[src/rtl/vga_timing_pkg.sv]
// rtl/vga_timing_pkg.sv - 800x600@60 timing constants and sequencer state type
package vga_timing_pkg;

    localparam int VGA_DATA_W   = 8;
    localparam int VGA_H_ACTIVE = 800;
    localparam int VGA_H_FP     = 40;
    localparam int VGA_H_SYNC   = 128;
    localparam int VGA_H_BP     = 88;
    localparam int VGA_V_ACTIVE = 600;
    localparam int VGA_V_FP     = 1;
    localparam int VGA_V_SYNC   = 4;
    localparam int VGA_V_BP     = 23;
    localparam int VGA_IMG_COLS = 512;
    localparam int VGA_IMG_ROWS = 512;
    localparam int VGA_FRM_W    = 16;

    // Line and frame totals; porches come before the active region.
    localparam int VGA_H_TOTAL = VGA_H_FP + VGA_H_SYNC + VGA_H_BP + VGA_H_ACTIVE;
    localparam int VGA_V_TOTAL = VGA_V_FP + VGA_V_SYNC + VGA_V_BP + VGA_V_ACTIVE;

    // Top-left corner of the image window in counter coordinates.
    localparam int VGA_X0 = VGA_H_FP + VGA_H_SYNC + VGA_H_BP;
    localparam int VGA_Y0 = VGA_V_FP + VGA_V_SYNC + VGA_V_BP;

    typedef enum logic [1:0] {
        IDLE,
        PRIME,
        RUN
    } seq_state_t;

    // Bits needed to hold values 0..n-1 (at least one bit).
    function automatic int cnt_width(input int n);
        return (n < 2) ? 1 : $clog2(n);
    endfunction

endpackage

[src/rtl/vga_xy_counter.sv]
// rtl/vga_xy_counter.sv - scan position counters with enable and frame wrap
module vga_xy_counter
    import vga_timing_pkg::*;
#(
    parameter int H_TOTAL = VGA_H_TOTAL,
    parameter int V_TOTAL = VGA_V_TOTAL,
    parameter int XW      = cnt_width(VGA_H_TOTAL + 1),
    parameter int YW      = cnt_width(VGA_V_TOTAL + 1)
) (
    input  logic          clk,
    input  logic          rst_n,
    input  logic          en,
    output logic [XW-1:0] x,
    output logic [YW-1:0] y,
    output logic          end_of_frame
);

    localparam logic [XW-1:0] X_LAST = XW'(H_TOTAL - 1);
    localparam logic [YW-1:0] Y_LAST = YW'(V_TOTAL - 1);

    assign end_of_frame = (x == X_LAST) && (y == Y_LAST);

    // Advance x every enabled cycle, y on x wrap; hold both at 0 when disabled.
    always_ff @(posedge clk or negedge rst_n) begin
        if (!rst_n) begin
            x <= '0;
            y <= '0;
        end else if (!en) begin
            x <= '0;
            y <= '0;
        end else if (x == X_LAST) begin
            x <= '0;
            y <= (y == Y_LAST) ? '0 : y + YW'(1);
        end else begin
            x <= x + XW'(1);
        end
    end

endmodule

[src/rtl/vga_frame_sequencer.sv]
// rtl/vga_frame_sequencer.sv - VGA scan-out sequencer pulling image bytes from a ready/valid source
module vga_frame_sequencer
    import vga_timing_pkg::*;
#(
    parameter int DATA_W   = VGA_DATA_W,
    parameter int H_ACTIVE = VGA_H_ACTIVE,
    parameter int H_FP     = VGA_H_FP,
    parameter int H_SYNC   = VGA_H_SYNC,
    parameter int H_BP     = VGA_H_BP,
    parameter int V_ACTIVE = VGA_V_ACTIVE,
    parameter int V_FP     = VGA_V_FP,
    parameter int V_SYNC   = VGA_V_SYNC,
    parameter int V_BP     = VGA_V_BP,
    parameter int IMG_COLS = VGA_IMG_COLS,
    parameter int IMG_ROWS = VGA_IMG_ROWS,
    parameter int FRM_W    = VGA_FRM_W
) (
    input  logic              clk,
    input  logic              rst_n,
    input  logic              start,
    input  logic              stop,
    input  logic [FRM_W-1:0]  num_frames,
    input  logic [DATA_W-1:0] pix_in_data,
    input  logic              pix_in_valid,
    output logic              pix_in_ready,
    output logic [DATA_W-1:0] R,
    output logic [DATA_W-1:0] G,
    output logic [DATA_W-1:0] B,
    output logic              HS,
    output logic              VS,
    output logic              busy,
    output logic              frame_done,
    output logic [FRM_W-1:0]  frame_cnt,
    output logic              underflow
);

    localparam int H_TOTAL = H_FP + H_SYNC + H_BP + H_ACTIVE;
    localparam int V_TOTAL = V_FP + V_SYNC + V_BP + V_ACTIVE;
    localparam int X0      = H_FP + H_SYNC + H_BP;
    localparam int Y0      = V_FP + V_SYNC + V_BP;

    // One spare code so window end bounds equal to the total still fit.
    localparam int XW = cnt_width(H_TOTAL + 1);
    localparam int YW = cnt_width(V_TOTAL + 1);

    localparam logic [XW-1:0] HS_BEG    = XW'(H_FP);
    localparam logic [XW-1:0] HS_END    = XW'(H_FP + H_SYNC);
    localparam logic [YW-1:0] VS_BEG    = YW'(V_FP);
    localparam logic [YW-1:0] VS_END    = YW'(V_FP + V_SYNC);
    localparam logic [XW-1:0] IMG_X_BEG = XW'(X0);
    localparam logic [XW-1:0] IMG_X_END = XW'(X0 + IMG_COLS);
    localparam logic [YW-1:0] IMG_Y_BEG = YW'(Y0);
    localparam logic [YW-1:0] IMG_Y_END = YW'(Y0 + IMG_ROWS);

    seq_state_t        state;
    logic [XW-1:0]     x;
    logic [YW-1:0]     y;
    logic              end_of_frame;
    logic [FRM_W-1:0]  frames_lat;
    logic              stop_pending;
    logic              run;
    logic              hs_on;
    logic              vs_on;
    logic              in_img;
    logic              xfer;
    logic              last_frame;

    vga_xy_counter #(
        .H_TOTAL (H_TOTAL),
        .V_TOTAL (V_TOTAL),
        .XW      (XW),
        .YW      (YW)
    ) u_xy (
        .clk          (clk),
        .rst_n        (rst_n),
        .en           (run),
        .x            (x),
        .y            (y),
        .end_of_frame (end_of_frame)
    );

    assign run    = (state == RUN);
    assign hs_on  = (x >= HS_BEG) && (x < HS_END);
    assign vs_on  = (y >= VS_BEG) && (y < VS_END);
    assign in_img = (x >= IMG_X_BEG) && (x < IMG_X_END) &&
                    (y >= IMG_Y_BEG) && (y < IMG_Y_END);

    // The source is only asked for a byte inside the image window while running.
    assign pix_in_ready = run && in_img;
    assign xfer         = pix_in_ready && pix_in_valid;
    assign busy         = (state != IDLE);

    // The frame now finishing is the last requested one (0 requests run forever).
    assign last_frame = (frames_lat != '0) &&
                        (({1'b0, frame_cnt} + (FRM_W + 1)'(1)) == {1'b0, frames_lat});

    // Sequencing FSM: command handling, frame accounting and underflow tracking.
    always_ff @(posedge clk or negedge rst_n) begin
        if (!rst_n) begin
            state        <= IDLE;
            frames_lat   <= '0;
            frame_cnt    <= '0;
            underflow    <= 1'b0;
            stop_pending <= 1'b0;
            frame_done   <= 1'b0;
        end else begin
            frame_done <= 1'b0;
            // A missing byte is not waited for; the slot is emitted as black.
            if (pix_in_ready && !pix_in_valid) begin
                underflow <= 1'b1;
            end
            case (state)
                IDLE: begin
                    // start has priority over a simultaneous stop here.
                    if (start) begin
                        frames_lat   <= num_frames;
                        frame_cnt    <= '0;
                        underflow    <= 1'b0;
                        stop_pending <= 1'b0;
                        state        <= PRIME;
                    end
                end
                PRIME: begin
                    if (stop) begin
                        state <= IDLE;
                    end else if (pix_in_valid) begin
                        state <= RUN;
                    end
                end
                RUN: begin
                    // Stop is graceful: remembered and honoured at end of frame.
                    if (stop) begin
                        stop_pending <= 1'b1;
                    end
                    if (end_of_frame) begin
                        frame_done <= 1'b1;
                        if (frame_cnt != '1) begin
                            frame_cnt <= frame_cnt + FRM_W'(1);
                        end
                        if (stop || stop_pending || last_frame) begin
                            stop_pending <= 1'b0;
                            state        <= IDLE;
                        end
                    end
                end
                default: begin
                    state <= IDLE;
                end
            endcase
        end
    end

    // Registered sync and pixel outputs, one cycle behind the counter position.
    always_ff @(posedge clk or negedge rst_n) begin
        if (!rst_n) begin
            HS <= 1'b1;
            VS <= 1'b1;
            R  <= '0;
            G  <= '0;
            B  <= '0;
        end else begin
            HS <= ~(run && hs_on);
            VS <= ~(run && vs_on);
            R  <= xfer ? pix_in_data : '0;
            G  <= xfer ? pix_in_data : '0;
            B  <= xfer ? pix_in_data : '0;
        end
    end

endmodule

[config.mk]
export PLATFORM = sky130hd
export DESIGN_NAME = vga_frame_sequencer
export DESIGN_NICKNAME = d
export VERILOG_FILES = /design/src/rtl/vga_timing_pkg.sv /design/src/rtl/vga_xy_counter.sv /design/src/rtl/vga_frame_sequencer.sv
export SDC_FILE = /design/constraint.sdc
export NUM_CORES = 1
export LEC_CHECK = 0
export ABC_AREA = 1
export CORE_AREA = 5 5 88 171
export DETAILED_ROUTE_END_ITERATION = 8
export DIE_AREA = 0 0 93 176
export GPL_TIMING_DRIVEN = 0
export HOLD_SLACK_MARGIN = 0.15
export PLACE_DENSITY = 0.51
export SLEW_MARGIN = 0
export SYNTH_ARGS = -nofsm -noshare
export SYNTH_HDL_FRONTEND = slang
export SYNTH_SLANG_ARGS = --single-unit
[constraint.sdc]
create_clock -name clk -period 4.25 [get_ports clk]
set_input_delay 0.85 -clock clk [delete_from_list [all_inputs] [get_ports clk]]
set_output_delay 0.85 -clock clk [all_outputs]
set_load 0.01 [all_outputs]
=== Word level (Yosys, flattened, before mapping) ===
Index checks and enable logic that the tools add are counted.

* Bits in registers: 68
* Input port bits: 29
* Output and inout bits: 46
* Word-level logic and storage cells: 86

* Add/subtract/negate cells: 4
* Order comparisons: 8
* Equality and inequality tests: 12
* Mux-type cells: 26
* Bitwise logic cells: 2
* Reductions and logical operators: 23

{| class="wikitable"
|+ Operators by type and width
! operator !! count
|-
| 16-bit 2-to-1 mux || 3
|-
| 16-bit one-hot mux with 2 select lines || 1
|-
| 10-bit 2-to-1 mux || 3
|-
| 11-bit 2-to-1 mux || 2
|-
| 16-bit by 1-bit adder with 17-bit output, second input constant || 1
|-
| 17-bit by 16-bit == test with 1-bit output || 1
|-
| 16-bit by 1-bit adder with 16-bit output, second input constant || 1
|-
| 16-bit != test, second input constant || 1
|-
| 16-bit nonzero test || 1
|-
| 1-bit logical AND || 12
|-
| 11-bit by 1-bit adder with 11-bit output, second input constant || 1
|-
| 11-bit == test, second input constant || 1
|-
| 11-bit by 6-bit greater-or-equal comparator with 1-bit output, second input constant || 1
|-
| 11-bit by 9-bit greater-or-equal comparator with 1-bit output, second input constant || 1
|-
| 11-bit by 10-bit < comparator with 1-bit output, second input constant || 1
|-
| 11-bit by 8-bit < comparator with 1-bit output, second input constant || 1
|-
| 10-bit by 1-bit adder with 10-bit output, second input constant || 1
|-
| 10-bit == test, second input constant || 1
|-
| 10-bit by 1-bit greater-or-equal comparator with 1-bit output, second input constant || 1
|-
| 10-bit by 5-bit greater-or-equal comparator with 1-bit output, second input constant || 1
|-
| 10-bit < comparator, second input constant || 1
|-
| 10-bit by 3-bit < comparator with 1-bit output, second input constant || 1
|-
| 2-bit 2-to-1 mux || 5
|-
| 1-bit 2-to-1 mux || 9
|-
| 15 further kinds || 23
|}

=== Depth between registers and ports, before layout ===
* Depth after elaboration: 9
* Depth in mapped cells: 17
* Mapped depth without buffers: 17

=== Cells and area by module ===
A second synthesis with hierarchy kept.

* Cell total of the unflattened synthesis: 567
* Area, all modules: 4,135.2 µm²

{| class="wikitable"
|+ By module, submodules not included
! module !! times used !! cells each !! area an instance (µm²) !! sequential area each (µm²)
|-
| vga_frame_sequencer || 1 || 394 || 2,891.5 || 1,178.6
|-
| vga_xy_counter || 1 || 173 || 1,243.7 || 525.5
|}

=== Least setup slack after synthesis ===
OpenSTA, ideal clock, no wires.

* Path type: reg-to-output
* Start: reg state[1]
* End: out pix_in_ready
* Arrival time: 1,007 ps
* Required time: 3,400 ps
* Setup slack: 2,393 ps
* Stages on the path, launching flop included: 7
* Path buffers: 0
* Path through: dfrtp_1 > inv_2 > nor2_4 > nand4_1 > nor2_1 > nand2_1 > inv_1

* Cells in the longest elaborated chain, start to end: 2

{| class="wikitable"
|+ RTL lines
! what !! line !! RTL
|-
| start: declaration || vga_frame_sequencer.sv:55 || <nowiki>seq_state_t state;</nowiki>
|-
| start signal: assignment || vga_frame_sequencer.sv:100 || <nowiki>state <= IDLE;</nowiki>
|-
| start signal: assignment || vga_frame_sequencer.sv:120 || <nowiki>state <= PRIME;</nowiki>
|-
| start signal: assignment || vga_frame_sequencer.sv:125 || <nowiki>state <= IDLE;</nowiki>
|-
| 2-bit == test || vga_frame_sequencer.sv:82 || <nowiki>assign run = (state == RUN);</nowiki>
|-
| 1-bit logical AND || vga_frame_sequencer.sv:89 || <nowiki>assign pix_in_ready = run && in_img;</nowiki>
|-
| end: declaration || vga_frame_sequencer.sv:25 || <nowiki>output logic pix_in_ready,</nowiki>
|}

Every way passes these cells.

=== Worst setup path in the final report ===
Same ends and word-level chain as after synthesis.

==> results.txt <==
Tightest Hold Check Type: input port to asynchronous set/reset pin
die height: 176 microns
Post-Syn Instances: 514
Post-CTS Resized: 0
per-cell routed wire length: 15.04 microns
Tmin final: 2.842 ns
largest net degree at the start of global routing: 67
Clock Skew: 0.004711 ns
clk_lat worst skew: 0.33 ns
worst path cell trace: inv_2, nor2_4, nand4_1, nor2_1, nand2_1, inv_1, clkdlybuf4s50_1
fmax: 351.9 MHz
Rows: 60
final wirelength: 11.43 mm
leakage power: 2.324 nW
DR pass1 iterations: 4
Worst Path Buf+Inv: 3
synth unique cells: 37
initial antenna violation count: 0
antenna viol nets, final: 0
final worst slack: 1.408 ns
number of synthesis warnings: 0
Startpoint Class: register
hold_buf cts: 0
CTS tree: done
Longest Clk Path Bufs: 2
Worst path max stage delay: 0.54 ns
dpl ws: 1.441 ns
H-tree levels: 3
synthesized area: 0.003958 sq mm
Vias: 3,617
worst-margin pin slew: 0.5778 ns
Initial Utilization: 0.2929
Critical Path AT: 1.99 ns
clock sink total: 68
Power Density: 425.2 mW/mm^2
Reg clk slew, reported paths: 0.06 ns
Final nets: 636
most common cell after layout, fill and taps aside: nand2_1
hold_ws: 0.3138 ns
Syn Area/Cell: 7.700 sq um
Final Hold Viols: 0
# diodes: 0
RR Endpoint: frame_cnt[6]
gr usage total: 0.1482
Synth Register Bits: 68
worst-path fanout max: 5
gpl congestion: 0.8473
first-pass GRT wire length: 18.69 mm
share of the yosys chip area belonging to registers: 0.4306
Root Driver: clkbuf_16
Critical Path Slowest Stage Cell: clkdlybuf4s50_1
CP delay by family, top: buffers and inverters
vias per cell: 4.759
endpoints failing setup: 0
worst r2r path cells: 11
outcome: completed
synthesis-to-layout area growth: 31.08%
DIE AREA: 0.01637 sq mm
most frequent cells in the layout: nand2_1 (123), clkdlybuf4s50_1 (73), inv_1 (70)
Critical Path RT: 3.40 ns
R2R Path Start: frame_cnt[0]
core area: 0.01351 sq mm
r2r setup slk: 1.97 ns
number of global-route vias before repair: 3,801
clock buffer count from CTS: 9
num ports: 75
RSZ-0062 raised after global routing: false
max_slew headroom: 0.6148
dpl hpwl: 9.058 mm
# DRC: 0
port buffer count: 74
Slew Viols, Final: 0
VDD IR max: 0.0002061 V
DRT iter0 DRCs: 191
MaxCap Viol Count: 0
Critical Path Sink Type: output pin
Die W: 93 microns
post-CTS setup buffers: 0
period utilisation layout: 0.6686
Synthesized Nets: 550
ratio of cells with drive above 1 in the final layout: 0.1405
Crit Path Category: register to output pin
total congestion overflow: 0
## cell usage after synthesis (all sizes together)
library cell  count  area (sq um)
nand3            40         215.2
o21a              2         15.01
clkinv            1         8.760
ha                7         87.58
xnor3             1         22.52
dfstp             2         52.55
nor4              2         12.51
o22ai            14         150.1
o31ai             2         15.01
o211ai            1         7.510
inv              83         311.6
a21oi            10         50.05
buf              19         143.9
o21ai            36         195.2
o311ai            1         8.760
nor2             62         275.3
xnor2             2         17.52
a211oi            2         15.01
nand4            10         62.56
clkbuf            3         11.26
xor2              3         26.28
dfrtp            66          1652
nand2           131         526.8
nor3             14         75.07
## layer usage
layer | vias up | GRT usage | wire length [microns]
li1 | 1802 | - | -
met1 | 1727 | 0.1424 | 4061
met2 | 63 | 0.2928 | 6678
met3 | 25 | 0.02857 | 318
met4 | 0 | 0.06728 | 371
met5 | - | 0 | 0
## power breakdown
group	switching [W]	internal (W)	leakage [nW]
clock	0.000276	0.000406	0.135
sequential	0.0000929	0.000750	0.913
combinational	0.000441	0.000240	1.28
## area by class of cell
class / instances / area (sq um)
Clock buffer: 11 / 242.7
Multi-Input combinational cell: 340 / 1778
Timing Repair Buffer: 75 / 765.7
Fill cell: 1420 / 8325
Clock inverter: 5 / 27.53
Buffer: 22 / 155.1
Tap cell: 155 / 193.9
Inverter: 84 / 320.3
Sequential cell: 68 / 1704
## flip-flops by register name, summed over array words and instances, names as in the netlist
name          flops
underflow         1
u_xy.x           11
B                 8
state             2
u_xy.y           10
stop_pending      1
VS                1
frame_done        1
HS                1
frame_cnt        16
frames_lat       16
## worst max path at each step
stage                     startpoint  cells past startpoint       endpoint  slack (ns)
after floorplan             state[1]                      6   pix_in_ready        2.39
after global placement         rst_n                      1   frame_cnt[5]       -0.24
after detailed placement       start                      6  frames_lat[0]        1.44
after CTS                   state[1]                      7   pix_in_ready        1.37
after global routing        state[1]                      7   pix_in_ready        1.26
final                       state[1]                      7   pix_in_ready        1.41
## stage by stage
| step | setup TNS [ns] | area, sq um | util | power, W | std cells |
|---|---|---|---|---|---|
| 2_1_floorplan | 0 | 3958 | - | 0.001291 | 514 |
| 3_3_place_gp | -15.38 | 4892 | 0.3620 | 0.001529 | 743 |
| 3_5_place_dp | 0 | 4917 | 0.3639 | 0.001545 | 744 |
| 4_1_cts | 0 | 5187 | 0.3839 | 0.002243 | 760 |
| 5_1_grt | 0 | 5187 | 0.3839 | 0.002368 | 760 |
| 6_report | 0 | 5187 | 0.3839 | 0.002206 | 760 |
## cell families (layout without fill, tap and decap cells)
logic type / count (synthesis) / after routing / synth area share
AO/OA/AOI/OAI: 68 / 68 / 0.1154
buffers and inverters: 106 / 197 / 0.1201
XOR/XNOR: 6 / 6 / 0.01676
flip-flops: 68 / 68 / 0.4306
adder cells (fa/ha/maj): 7 / 7 / 0.02213
AND/OR/NAND/NOR: 259 / 259 / 0.2950
No activity file was read; power rests on OpenSTA's default activity.
